--- src/rtl/uart_tx_buffered.sv ---
// Buffered 8N1 UART transmitter: a ring buffer fed over valid/ready, drained
// by a frame serialiser that chains queued bytes with no idle gap.
//
// state | meaning
// IDLE  | line high, waiting for a queued byte
// START | start bit (0) on the line
// DATA  | data bits, LSB first, from the shift register
// STOP  | stop bit (1); pops the next byte straight into START if one is queued
`timescale 1ns/1ps

module uart_tx_buffered #(
  parameter int DATA_WIDTH   = 8,
  parameter int BUFFER_SIZE  = 32,
  parameter int CLKS_PER_BIT = 434
) (
  input  logic                          clk,
  input  logic                          rst,
  input  logic [DATA_WIDTH-1:0]         in_data,
  input  logic                          in_valid,
  output logic                          in_ready,
  output logic                          tx,
  output logic                          busy,
  output logic [$clog2(BUFFER_SIZE):0]  level,
  output logic                          empty,
  output logic                          full
);

  localparam int PTR_W  = $clog2(BUFFER_SIZE);
  localparam int LVL_W  = PTR_W + 1;
  localparam int BAUD_W = $clog2(CLKS_PER_BIT);
  localparam int IDX_W  = $clog2(DATA_WIDTH);

  localparam logic [BAUD_W-1:0] BAUD_LAST = BAUD_W'(CLKS_PER_BIT - 1);
  localparam logic [IDX_W-1:0]  IDX_LAST  = IDX_W'(DATA_WIDTH - 1);
  localparam logic [LVL_W-1:0]  LVL_FULL  = LVL_W'(BUFFER_SIZE);

  typedef enum logic [1:0] {S_IDLE, S_START, S_DATA, S_STOP} state_t;

  state_t                state_q, state_d;
  logic [BAUD_W-1:0]     baud_q, baud_d;
  logic [IDX_W-1:0]      idx_q, idx_d;
  logic [DATA_WIDTH-1:0] shift_q, shift_d;
  logic                  tx_q, tx_d;
  logic                  busy_q, busy_d;
  logic [PTR_W-1:0]      wr_ptr_q, wr_ptr_d;
  logic [PTR_W-1:0]      rd_ptr_q, rd_ptr_d;
  logic [LVL_W-1:0]      count_q, count_d;
  logic [DATA_WIDTH-1:0] mem_q [BUFFER_SIZE];

  logic push;
  logic pop;
  logic bit_end;

  assign empty    = (count_q == '0);
  assign full     = (count_q == LVL_FULL);
  assign in_ready = !full && !rst;
  assign push     = in_valid && in_ready;
  assign level    = count_q;
  assign tx       = tx_q;
  assign busy     = busy_q;
  assign bit_end  = (baud_q == BAUD_LAST);

  always_comb begin
    state_d = state_q;
    baud_d  = bit_end ? '0 : baud_q + BAUD_W'(1);
    idx_d   = idx_q;
    shift_d = shift_q;
    pop     = 1'b0;
    unique case (state_q)
      S_IDLE: begin
        baud_d = '0;
        if (!empty) begin
          pop     = 1'b1;
          shift_d = mem_q[rd_ptr_q];
          state_d = S_START;
        end
      end
      S_START: begin
        if (bit_end) begin
          idx_d   = '0;
          state_d = S_DATA;
        end
      end
      S_DATA: begin
        if (bit_end) begin
          shift_d = shift_q >> 1;
          idx_d   = idx_q + IDX_W'(1);
          if (idx_q == IDX_LAST) state_d = S_STOP;
        end
      end
      S_STOP: begin
        if (bit_end) begin
          // Chain straight into the next start bit when more data is waiting.
          if (!empty) begin
            pop     = 1'b1;
            shift_d = mem_q[rd_ptr_q];
            state_d = S_START;
          end else begin
            state_d = S_IDLE;
          end
        end
      end
      default: state_d = S_IDLE;
    endcase

    // Line and busy are registered from the next state so they change on the
    // same edge as the state transition.
    unique case (state_d)
      S_START: tx_d = 1'b0;
      S_DATA:  tx_d = shift_d[0];
      default: tx_d = 1'b1;
    endcase
    busy_d = (state_d != S_IDLE);
  end

  always_comb begin
    wr_ptr_d = push ? wr_ptr_q + PTR_W'(1) : wr_ptr_q;
    rd_ptr_d = pop  ? rd_ptr_q + PTR_W'(1) : rd_ptr_q;
    unique case ({push, pop})
      2'b10:   count_d = count_q + LVL_W'(1);
      2'b01:   count_d = count_q - LVL_W'(1);
      default: count_d = count_q;
    endcase
  end

  always_ff @(posedge clk) begin
    if (push) mem_q[wr_ptr_q] <= in_data;
  end

  always_ff @(posedge clk) begin
    if (rst) begin
      state_q  <= S_IDLE;
      baud_q   <= '0;
      idx_q    <= '0;
      shift_q  <= '0;
      tx_q     <= 1'b1;
      busy_q   <= 1'b0;
      wr_ptr_q <= '0;
      rd_ptr_q <= '0;
      count_q  <= '0;
    end else begin
      state_q  <= state_d;
      baud_q   <= baud_d;
      idx_q    <= idx_d;
      shift_q  <= shift_d;
      tx_q     <= tx_d;
      busy_q   <= busy_d;
      wr_ptr_q <= wr_ptr_d;
      rd_ptr_q <= rd_ptr_d;
      count_q  <= count_d;
    end
  end

endmodule

--- config.mk ---
export PLATFORM = sky130hd
export DESIGN_NAME = uart_tx_buffered
export DESIGN_NICKNAME = d
export VERILOG_FILES = /design/src/rtl/uart_tx_buffered.sv
export SDC_FILE = /design/constraint.sdc
export NUM_CORES = 1
export LEC_CHECK = 0
export CAP_MARGIN = 5
export CORE_ASPECT_RATIO = 0.9
export CORE_MARGIN = 8
export CORE_UTILIZATION = 49
export CTS_CLUSTER_DIAMETER = 100
export DETAILED_ROUTE_END_ITERATION = 10
export PLACE_DENSITY = 0.65
export SYNTH_ARGS = -nofsm -noshare
export SYNTH_HDL_FRONTEND = slang
export SYNTH_SLANG_ARGS = --single-unit
export TNS_END_PERCENT = 100
--- constraint.sdc ---
create_clock -name clk -period 5.85 [get_ports clk]
set_clock_uncertainty 0.05 [all_clocks]
set_input_delay 1.17 -clock clk [delete_from_list [all_inputs] [get_ports clk]]
set_output_delay 1.17 -clock clk [all_outputs]
set_load 0.02 [all_outputs]
==> summary.txt <==
Yosys
  • Yosys top cell by area: edfxtp_1
  • Flip-flop and latch count after synthesis: about 300
  • Post-synth EDFFs: between 200 and 300
  • Count leader, synth: edfxtp_1
  • Yosys top cell area share: 0.630
  • Synth Area in Adders: 0.0174
  • Synth async-reset ratio: 0
  • Avg Inst Size Synth: 17.9 sq um
  • Post-synthesis mux area share: 0.154
  • Post-Synth Simple-Gate Area: 0.0630
  • Netlist cell types: 57
  • Post-synth net total: slightly above 700
  • Synth Instances: 681
  • Xor/xnor cell area share of the yosys netlist: 0.0115
  • Post-synth top flop: edfxtp_1
  • Yosys warning count: 0
  • Most frequent cells after synthesis: 256 x edfxtp_1, 79 x mux4_2, 78 x nor2_1
  • Synth Cell Area: between 10,000 and 15,000 sq um
  • Main combinational cell family by area after synthesis: multiplexers
  • Sequential area share after synthesis: 0.704
  • Synth area leaders: edfxtp_1 63%, mux4_2 15%, dfxtp_1 7.4%
  • Compound-Gate Fraction of Synth Area: 0.0337

Worst setup path
  • CP Buf/Inv Count: 1
  • Critical path's slowest cell: clkdlybuf4s50_1
  • Critical path startpoint category: flip-flop
  • Critical path capture point type: primary output
  • CP top delay family: simple AND/OR/NAND/NOR gates
  • Crit-path cells: or4_4 > nor3_4 > clkdlybuf4s50_1
  • Worst path max stage delay: 0.71 ns
  • WS Path Type: flip-flop to primary output
  • Required time of the critical path: 4.63 ns
  • CP max FO: 14
  • Worst EP arrival: 2.73 ns

Global route
  • Gr usage total: 0.166
  • Vias in the first global route: about 6,300
  • First-pass GRT wire length: 38,400 um
  • Largest net degree at the start of global routing: 38
  • Total gr overflow: 0
  • Initial antenna violation count: 0

Drt
  • Routed length on met1: about 11,000 um
  • Vias per cell: 5.94
  • Post-DRT Antenna Nets: 0
  • Max layer used: met4
  • Initial DRC count: about 580
  • Via count: around 6,200
  • Wirelength, routed: between 20,000 and 25,000 um
  • DR WL met3: between 1000 and 1500 um
  • DRC: 0
  • WL met2: roughly 12,000 um
  • Routed WL per cell: ~24 um
  • First-pass DRT Iterations: 5

Clock tree
  • Worst-Skew Late Latency: between 0.5 and 0.6 ns
  • Clock sinks: between 300 and 400
  • CTS-repair resized insts: 0
  • H-tree depth: 1
  • Clk buf depth: 3
  • Hold_buf cts: 0
  • CTS root buf: clkbuf_16
  • CTS tree: done
  • Clk slew on worst S/H paths: about 0.060 ns
  • Post-CTS Setup Repair Bufs: 0
  • CTS Buf Count: 29

STA
  • RSZ-0062 raised after global routing: no
  • Setup ws final: 1.90 ns
  • Fmax: approximately 0.25 GHz
  • Final Max Tran Viols: 0
  • Crit share post-route: 0.675
  • Worst slew pin tran: 1.27 ns
  • Final hold vios: 0
  • Slew HR: 0.154
  • Final setup vio count: 0
  • Setup TNS: 0 ns
  • Crit path time final: about 3.9 ns

Power and ir drop
  • Power Density: ~400 nW/um^2
  • Peak supply drop: ~0.24 mV
  • Leak: roughly 4.3 nW

Flow run
  • Max_cap viols: 0

Placed design
  • Final Wtd Congestion: roughly 0.83
  • Pre-CTS setup slack: between 1 and 1.5 ns
  • Port Buffers: 21
  • Area of placed instances: between 10,000 and 15,000 sq um
  • HPWL after DPL: 16,000 um

Floorplan
  • Die X-Extent: about 180 um
  • I/O pins: 22
  • Core area: approximately 24,000 sq um
  • Die Span Y: around 170 um
  • Row count: 54
  • Die footprint: 30,200 sq um
  • Initial core utilization: 0.502

Layout
  • Design area: roughly 14,000 sq um
  • N_diodes: 0
  • Filler instances: around 1,800
  • Layout cells sized above 1: 0.201
  • Area added between synthesis and finish: 11.9%
  • Final nets: around 740

Outcome
  • Outcome: complete, no violations

Min path
  • Hold WC Path Type: flip-flop to flip-flop
-- layout by cell type, fill, tap and decap left out, types with 3 or more instances in the layout --
master / n
edfxtp_1: 256
mux4_2: 79
nor2_1: 78
dfxtp_1: 43
clkbuf_16: 29
clkdlybuf4s50_1: 20
nand2_1: 18
ha_1: 17
inv_1: 15
o21ai_0: 14
xor2_1: 11
a21oi_1: 11
nand3_1: 10
mux2i_1: 10
buf_4: 10
clkinv_2: 8
or3_1: 7
a221o_1: 6
clkbuf_1: 6
xnor2_1: 5
nand4_1: 4
a211o_1: 4
clkinv_1: 4
nor3_1: 3
nand2b_1: 3
nand3b_1: 3
a31oi_1: 3
nor4b_1: 3
clkinvlp_4: 3
-- state kept, by name, summed over array words and instances (netlist names), named ones only --
name and flops:
busy 1, level 6, shift_q 8, wr_ptr_q 5
rd_ptr_q 5, mem_q 256, tx 1, baud_q 9
state_q 2, idx_q 3
-- cell type report --
cell class,instances,area [sq um],area share
multi-input cells,331,3410,0.250
repair buffers,32,295,0.0216
clock inverters,18,146,0.0107
inverters,15,56.3,0.00412
clock buffers,36,762,0.0558
well taps,308,385,0.0282
flip-flops and latches,301,8590,0.630
-- metrics by stage --
stage | power, W | utilization | hold slack [ns] | instances
2_1_floorplan | 0.00333 | - | 0.380 | 681
3_3_place_gp | 0.00367 | 0.523 | 0.391 | 986
5_1_grt | 0.00564 | 0.561 | 0.455 | 1041
3_5_place_dp | 0.00369 | 0.523 | 0.407 | 986
4_1_cts | 0.00546 | 0.561 | 0.425 | 1040
6_report | 0.00541 | 0.561 | 0.422 | 1041
-- power by group --
part           switching, W  internal, W  total (W)
logic              0.000544     0.000542    0.00109
clock network      0.000759      0.00101    0.00177
registers          0.000149      0.00240    0.00255
total               0.00145      0.00395    0.00541
-- routing by layer --
| metal | vias up | track usage |
|---|---|---|
| li1 | 2773 | - |
| met1 | 3218 | 0.241 |
| met2 | 166 | 0.262 |
| met3 | 27 | 0.0249 |
| met4 | 0 | 0.0399 |
| met5 | - | 0 |
-- worst paths after layout --
check / to / cells after the start / startpoint / slack [ns]
worst max register to register: level[4] / 12 / baud_q[0] / 2.02
worst min register to register: baud_q[0] / 1 / baud_q[0] / 0.42
worst max-delay path: empty / 3 / level[2] / 1.90
worst min-delay path: baud_q[0] / 1 / baud_q[0] / 0.42
-- cells by family after synthesis --
family	count (synthesis)
AO/OA/AOI/OAI	58
XOR/XNOR	16
adder cells (fa/ha/maj)	17
buffers and inverters	49
flip-flops	301
multiplexers	89
AND/OR/NAND/NOR	151
Note: power is estimated with default switching activity, not from simulation.
